===== src/rtl/serial_pkg.sv =====
`default_nettype none
// ============================================================================
//  Module   : serial_pkg
//  Purpose  : Shared types, constants and helpers for the bit-serial
//             two's complementer (lane state type, word mode, clog2).
//  Revision : 1.0 - initial release
// ============================================================================
package serial_pkg;

    // Per-lane serial negation state: pass bits through, or invert them
    typedef enum logic [0:0] {
        COPY   = 1'b0,
        INVERT = 1'b1
    } lane_state_t;

    // Word mode latched at the first bit of each word
    localparam logic MODE_PASS = 1'b0;
    localparam logic MODE_NEG  = 1'b1;

    // Ceiling log2, minimum 1 so a 2-bit word still gets a 1-bit counter
    function automatic int clog2(input int value);
        int result;
        result = 1;
        for (int i = 1; i < 31; i++) begin
            if ((1 << i) < value) begin
                result = i + 1;
            end
        end
        return result;
    endfunction

endpackage
`default_nettype wire


===== src/rtl/serial_tc_lane.sv =====
`default_nettype none
// ============================================================================
//  Module   : serial_tc_lane
//  Purpose  : One serial lane: COPY/INVERT state, registered output bit and
//             most-negative-input overflow detection.
//  Revision : 1.0 - initial release
// ============================================================================
module serial_tc_lane
    import serial_pkg::*;
(
    input  logic clk_i,
    input  logic rst_i,
    input  logic valid_i,
    input  logic clr_i,
    input  logic first_i,
    input  logic last_i,
    input  logic mode_i,
    input  logic bit_i,
    output logic bit_o,
    output logic ovf_o
);

    lane_state_t state_q, state_d;
    lane_state_t w_cur;
    logic        bit_q, bit_d;
    logic        ovf_q, ovf_d;

    // Next-state, output bit and overflow for the bit presented this cycle
    always_comb begin
        // A word start forces COPY before bit 0 is processed
        w_cur   = first_i ? COPY : state_q;
        state_d = state_q;
        bit_d   = bit_q;
        ovf_d   = 1'b0;
        if (clr_i) begin
            state_d = COPY;
        end else if (valid_i) begin
            bit_d   = (w_cur == INVERT) ? ~bit_i : bit_i;
            // Still copying at the MSB with a 1 means the input was 100..0
            ovf_d   = (mode_i == MODE_NEG) && last_i && (w_cur == COPY) && bit_i;
            state_d = ((w_cur == COPY) && (mode_i == MODE_NEG) && bit_i) ? INVERT : w_cur;
        end
    end

    // State and output registers
    always_ff @(posedge clk_i or posedge rst_i) begin
        if (rst_i) begin
            state_q <= COPY;
            bit_q   <= 1'b0;
            ovf_q   <= 1'b0;
        end else begin
            state_q <= state_d;
            bit_q   <= bit_d;
            ovf_q   <= ovf_d;
        end
    end

    assign bit_o = bit_q;
    assign ovf_o = ovf_q;

endmodule
`default_nettype wire


===== src/rtl/serial_twos_comp_n.sv =====
`default_nettype none
// ============================================================================
//  Module   : serial_twos_comp_n
//  Purpose  : Multi-lane, LSB-first bit-serial two's complementer with word
//             framing, per-word negate/pass mode, abort and overflow flag.
//  Revision : 1.0 - initial release
// ============================================================================
module serial_twos_comp_n
    import serial_pkg::*;
#(
    parameter int WIDTH = 8,
    parameter int LANES = 1
) (
    input  logic             t_clk,
    input  logic             r,
    input  logic             i_valid,
    input  logic [LANES-1:0] i_bit,
    input  logic             i_neg,
    input  logic             i_clr,
    output logic             o_valid,
    output logic [LANES-1:0] o_bit,
    output logic             o_last,
    output logic [LANES-1:0] o_ovf
);

    localparam int               CNT_W    = clog2(WIDTH);
    localparam logic [CNT_W-1:0] CNT_LAST = CNT_W'(WIDTH - 1);

    logic [CNT_W-1:0] cnt_q, cnt_d;
    logic             mode_q, mode_d;
    logic             valid_q;
    logic             last_q;
    logic             w_first;
    logic             w_lastbit;
    logic             w_mode;

    // Framing counter and word-mode latch; mode is taken live on bit 0
    always_comb begin
        w_first   = (cnt_q == '0);
        w_lastbit = (cnt_q == CNT_LAST);
        w_mode    = w_first ? i_neg : mode_q;
        cnt_d     = cnt_q;
        mode_d    = mode_q;
        if (i_clr) begin
            cnt_d = '0;
        end else if (i_valid) begin
            mode_d = w_mode;
            cnt_d  = w_lastbit ? '0 : cnt_q + CNT_W'(1);
        end
    end

    // Shared framing registers and output strobes
    always_ff @(posedge t_clk or posedge r) begin
        if (r) begin
            cnt_q   <= '0;
            mode_q  <= MODE_PASS;
            valid_q <= 1'b0;
            last_q  <= 1'b0;
        end else begin
            cnt_q   <= cnt_d;
            mode_q  <= mode_d;
            valid_q <= i_valid & ~i_clr;
            last_q  <= i_valid & ~i_clr & w_lastbit;
        end
    end

    assign o_valid = valid_q;
    assign o_last  = last_q;

    for (genvar k = 0; k < LANES; k++) begin : g_lane
        serial_tc_lane u_lane (
            .clk_i   (t_clk),
            .rst_i   (r),
            .valid_i (i_valid),
            .clr_i   (i_clr),
            .first_i (w_first),
            .last_i  (w_lastbit),
            .mode_i  (w_mode),
            .bit_i   (i_bit[k]),
            .bit_o   (o_bit[k]),
            .ovf_o   (o_ovf[k])
        );
    end

endmodule
`default_nettype wire


===== config.mk =====
export PLATFORM = sky130hd
export DESIGN_NAME = serial_twos_comp_n
export DESIGN_NICKNAME = d
export VERILOG_FILES = /design/src/rtl/serial_pkg.sv /design/src/rtl/serial_tc_lane.sv /design/src/rtl/serial_twos_comp_n.sv
export SDC_FILE = /design/constraint.sdc
export NUM_CORES = 1
export LEC_CHECK = 0
export CAP_MARGIN = 20
export CORE_AREA = 3 3 40 42
export DETAILED_ROUTE_END_ITERATION = 10
export DIE_AREA = 0 0 43 45
export DONT_BUFFER_PORTS = 1
export GPL_ROUTABILITY_DRIVEN = 0
export PLACE_DENSITY = 0.48
export SETUP_SLACK_MARGIN = 0.5
export SLEW_MARGIN = 0
export SYNTH_ARGS = -nofsm -noshare
export SYNTH_HDL_FRONTEND = slang
export SYNTH_SLANG_ARGS = --single-unit
export TNS_END_PERCENT = 1

===== constraint.sdc =====
create_clock -name t_clk -period 1.8 [get_ports t_clk]
set_clock_uncertainty 0.2 [all_clocks]
set_input_delay 0.09 -clock t_clk [delete_from_list [all_inputs] [get_ports t_clk]]
set_output_delay 0.09 -clock t_clk [all_outputs]
set_load 0.02 [all_outputs]

==> report_table.html <==
<table>
<tr><th>Metric</th><th>Value</th></tr>
<tr><th colspan="2">Pwr</th></tr>
<tr><td>Max VDD drop</td><td>~340 µV</td></tr>
<tr><td>Power per standard cell area</td><td>799 mW/mm²</td></tr>
<tr><td>Lkg Pwr</td><td>just under 0.3 nW</td></tr>
<tr><td>Portion of total power attributed to sequential cells</td><td>49.3%</td></tr>
<tr><td>Fraction of power spent switching nets</td><td>24.7%</td></tr>
<tr><td>Power Internal</td><td>around 360 µW</td></tr>
<tr><td>Comb pwr share</td><td>19.1%</td></tr>
<tr><td>Clock share of power</td><td>about a third</td></tr>
<tr><td>Sw power</td><td>117 µW</td></tr>
<tr><th colspan="2">STA</th></tr>
<tr><td>Final worst-path setup slack</td><td>0.253 ns</td></tr>
<tr><td>Actual transition at the worst max-transition pin</td><td>0.338 ns</td></tr>
<tr><td>Hold slack final</td><td>0.0300 ns</td></tr>
<tr><td>Setup TNS</td><td>0 ns</td></tr>
<tr><td>Unrepaired setup endpoints after global routing</td><td>yes</td></tr>
<tr><td>Final Slew Violations</td><td>0</td></tr>
<tr><td>Total setup violations reported at the end of the flow</td><td>0</td></tr>
<tr><td>Max-slew headroom at the worst pin</td><td>between 70% and 80%</td></tr>
<tr><td>Final clock period utilization by the worst path</td><td>85.9%</td></tr>
<tr><td>Minimum clock period after layout</td><td>roughly 1.5 ns</td></tr>
<tr><td>Hold Vio Cnt, Final</td><td>0</td></tr>
<tr><td>Fmax achieved</td><td>between 600 and 700 MHz</td></tr>
<tr><th colspan="2">Run status</th></tr>
<tr><td>Status</td><td>complete, no violations</td></tr>
<tr><th colspan="2">Detailed routing</th></tr>
<tr><td>Routed via count</td><td>around 330</td></tr>
<tr><td>Initial DRT Pass Iterations</td><td>2</td></tr>
<tr><td>Post-detailed-route via-to-cell ratio</td><td>around 4.8</td></tr>
<tr><td>Final routed wire length divided by cell count</td><td>12.4 µm</td></tr>
<tr><td>DRC errors left</td><td>0</td></tr>
<tr><td>Detail Route Antenna Nets</td><td>0</td></tr>
<tr><td>Initial detailed-routing violation count</td><td>3</td></tr>
<tr><td>DRT Wirelength</td><td>843 µm</td></tr>
<tr><th colspan="2">Floorplan</th></tr>
<tr><td>Top-level I/O count</td><td>10</td></tr>
<tr><td>Die X</td><td>about 43 µm</td></tr>
<tr><td>Total core area</td><td>approximately 0.0013 mm²</td></tr>
<tr><td>Die height</td><td>between 40 and 50 µm</td></tr>
<tr><td>Starting density of the core</td><td>about a third</td></tr>
<tr><td>Full die area</td><td>~0.0019 mm²</td></tr>
<tr><td>Std-Cell Rows</td><td>13</td></tr>
<tr><th colspan="2">Synthesis</th></tr>
<tr><td>Count of synthesis-stage warnings from yosys</td><td>0</td></tr>
<tr><td>Area of the mapped netlist</td><td>roughly 450 µm²</td></tr>
<tr><td>Sequential area share after synthesis</td><td>about half</td></tr>
<tr><td>Leading cell types by total area after synthesis</td><td>dfrtp_1 50%, ha_1 8.4%, mux2i_1 4.5%</td></tr>
<tr><td>Commonest cells in the netlist</td><td>9 x dfrtp_1, 5 x inv_1, 4 x nor2_1, 3 x ha_1</td></tr>
<tr><td>Share of the synthesized area in compound gates (AO/OA/AOI/OAI)</td><td>7.84%</td></tr>
<tr><td>Avg Synthesized Cell Area</td><td>approximately 11 µm²</td></tr>
<tr><td>EDFF count, synth</td><td>0</td></tr>
<tr><td>Flip-flop and latch count after synthesis</td><td>9</td></tr>
<tr><td>Net Count, Synth</td><td>49</td></tr>
<tr><td>Main combinational cell family by area after synthesis</td><td>simple AND/OR/NAND/NOR gates</td></tr>
<tr><td>Library cell occupying the most area in the post-synthesis netlist</td><td>dfrtp_1</td></tr>
<tr><td>Dominant register cell in the synthesized netlist</td><td>dfrtp_1</td></tr>
<tr><td>Most frequently used cell type in the post-synthesis netlist</td><td>dfrtp_1</td></tr>
<tr><td>Area share of fa/ha/maj cells after synthesis</td><td>under 10%</td></tr>
<tr><td>Distinct cell type count after synthesis</td><td>19</td></tr>
<tr><td>Area share of the largest cell type after synthesis</td><td>50.4%</td></tr>
<tr><td>Simple-Gate Fraction of Synth Area</td><td>18.8%</td></tr>
<tr><td>Synth Area in XOR/XNOR</td><td>0%</td></tr>
<tr><td>Proportion of register bits with asynchronous set or reset after synthesis</td><td>100%</td></tr>
<tr><td>Mux contribution to synthesized area</td><td>10.4%</td></tr>
<tr><td>Cells after synthesis</td><td>40</td></tr>
<tr><th colspan="2">Clocking</th></tr>
<tr><td>Skew-Pair Late Insertion Delay</td><td>~0.25 ns</td></tr>
<tr><td>Clock transition at the registers of the reported paths</td><td>approximately 0.050 ns</td></tr>
<tr><td>CTS Buffer Depth</td><td>2</td></tr>
<tr><td>Clock tree from TritonCTS</td><td>done</td></tr>
<tr><td>Cell at the root of the clock tree</td><td>clkbuf_4</td></tr>
<tr><td>Sinks on Clock Net</td><td>9</td></tr>
<tr><td>Number of clock buffers inserted by TritonCTS</td><td>3</td></tr>
<tr><td>CTS H-tree depth</td><td>1</td></tr>
<tr><th colspan="2">Global routing</th></tr>
<tr><td>Maximum number of pins on one net before global-route repair</td><td>10</td></tr>
<tr><td>Initial antenna violation count</td><td>0</td></tr>
<tr><td>Wire length of the first global-routing pass</td><td>about 1400 µm</td></tr>
<tr><td>Congestion Overflow GR</td><td>0</td></tr>
<tr><td>Overall global routing resource usage</td><td>between 9 and 10%</td></tr>
<tr><td>Via count of the first global-routing pass</td><td>between 300 and 400</td></tr>
<tr><th colspan="2">Placed design</th></tr>
<tr><td>Instance count after placement with tap cells included</td><td>55</td></tr>
<tr><td>Buffers added on ports</td><td>0</td></tr>
<tr><td>Worst Setup Slack post-DPL</td><td>~0.23 ns</td></tr>
<tr><td>Half-perimeter wire length after detailed placement</td><td>590 µm</td></tr>
<tr><th colspan="2">Critical path</th></tr>
<tr><td>Required time of the worst setup path</td><td>1.75 ns</td></tr>
<tr><td>Startpoint types</td><td>flop</td></tr>
<tr><td>FF-to-FF path depth</td><td>5</td></tr>
<tr><td>Cell with the largest stage delay on the worst path</td><td>dfrtp_1</td></tr>
<tr><td>Startpoint-to-endpoint class of the critical path</td><td>flop to flop</td></tr>
<tr><td>Cell breakdown of the critical path</td><td>inv_1, ha_2, nor2b_4, mux2_4, and3_4</td></tr>
<tr><td>Critical path data arrival time</td><td>approximately 1.5 ns</td></tr>
<tr><td>Worst reg2reg setup slack</td><td>roughly 0.25 ns</td></tr>
<tr><td>Worst R2R Start</td><td>cnt_q[1]$_DFFE_PP0P_</td></tr>
<tr><td>CP max FO</td><td>5</td></tr>
<tr><td>Delay of the slowest critical-path stage</td><td>between 0.3 and 0.4 ns</td></tr>
<tr><td>Critical path capture point type</td><td>flop</td></tr>
<tr><td>Endpoint of the worst register-to-register path</td><td>g_lane[0].u_lane.ovf_o$_DFF_PP0_</td></tr>
<tr><th colspan="2">Layout</th></tr>
<tr><td>Share of cells above drive strength 1</td><td>between 30% and 40%</td></tr>
<tr><td>Post-layout nets</td><td>63</td></tr>
<tr><td>Final core area utilization</td><td>between 40 and 50%</td></tr>
<tr><td>Count of antenna diodes in the layout</td><td>0</td></tr>
<tr><td>Final std cells w/o fill</td><td>~70</td></tr>
<tr><td>Layout area overhead</td><td>32.2%</td></tr>
<tr><th colspan="2">Hold path</th></tr>
<tr><td>Worst min path class</td><td>input port to asynchronous set/reset pin</td></tr>
<tr><th colspan="2">Flow run</th></tr>
<tr><td>Count of max-cap constraint violations</td><td>0</td></tr>
</table>
## through the flow
step           cell area, µm²  power (mW)
2_1_floorplan             453       0.289
3_5_place_dp              472       0.300
3_3_place_gp              472       0.297
4_1_cts                   578       0.480
5_1_grt                   591       0.503
6_report                  591       0.472
## layout by cell type (no fill, tap or decap), drive strengths merged, types with 2 or more instances in the layout
cell type    n
inv          5
mux2i        2
a21oi        2
dlygate4sd3  5
dfrtp        9
ha           3
mux2         2
and2         2
nor2b        2
nor2         4
o21ai        2
clkbuf       4
buf          4
## power groups by stage
stage                     clock, mW  sequential [mW]  combinational, mW
after floorplan                   0            0.234             0.0546
after global placement            0            0.236             0.0612
after detailed placement          0            0.237             0.0631
after CTS                     0.159            0.232             0.0889
after global routing          0.169            0.234             0.0994
final                         0.149            0.233             0.0902
## repair_timing
action | CTS | global route
setup buffers | 4 | 0
setup endpoints to repair | 6 | 7
pin swaps | 1 | 1
hold buffers | 5 | 0
resized for setup | 0 | 3
endpoints found under the hold margin | 18 | 0
## worst max-delay path: cells and delay by family, from the launching register on
kind                       cells  cell delay, ns
DFF                            1            0.38
and+or+nand+nor                2            0.33
muxes                          1            0.31
adders and majority gates      1            0.16
buffers and inverters          1            0.07
## routing by layer
metal  global-route usage (%)  wire (µm)  vias up
li1                         -          -      160
met4                     3.61          6        0
met5                        0          0        -
met1                     9.36        323      155
met2                     16.8        451       10
met3                     6.37         63        2
## worst max-delay path by stage
stage / endpoint / slack (ns) / cells after the start / startpoint
2_1_floorplan: g_lane[0].u_lane.ovf_o$_DFF_PP0_ / 0.29 / 5 / cnt_q[0]$_DFFE_PP0P_
3_3_place_gp: g_lane[0].u_lane.ovf_o$_DFF_PP0_ / 0.24 / 5 / cnt_q[1]$_DFFE_PP0P_
3_5_place_dp: g_lane[0].u_lane.ovf_o$_DFF_PP0_ / 0.23 / 5 / cnt_q[1]$_DFFE_PP0P_
4_1_cts: g_lane[0].u_lane.ovf_o$_DFF_PP0_ / 0.26 / 5 / cnt_q[1]$_DFFE_PP0P_
5_1_grt: g_lane[0].u_lane.ovf_o$_DFF_PP0_ / 0.20 / 5 / cnt_q[1]$_DFFE_PP0P_
6_report: g_lane[0].u_lane.ovf_o$_DFF_PP0_ / 0.25 / 5 / cnt_q[1]$_DFFE_PP0P_
## cell type report
cell class                 instances  area [µm²]
multi-input combinational         26         221
timing repair buffer               9        80.1
tap                               15        18.8
fill                             128         694
sequential                         9         225
inverter                           5        18.8
clock buffer                       4        26.3
## state kept, by name (all words and copies together), names as in the netlist
| name | cells |
|---|---|
| cnt_q | 3 |
| g_lane.u_lane.bit_o | 1 |
| g_lane.u_lane.ovf_o | 1 |
| g_lane.u_lane.state_q | 1 |
| mode_q | 1 |
| o_last | 1 |
| o_valid | 1 |
## logic make-up (layout without fill, tap and decap cells)
family / count (synthesis) / in the layout
simple gates: 13 / 13
flops: 9 / 9
compound gates: 6 / 6
buf+inv: 5 / 18
mux: 4 / 4
fa+ha+maj: 3 / 3
Power figures use the tool's default switching activity.
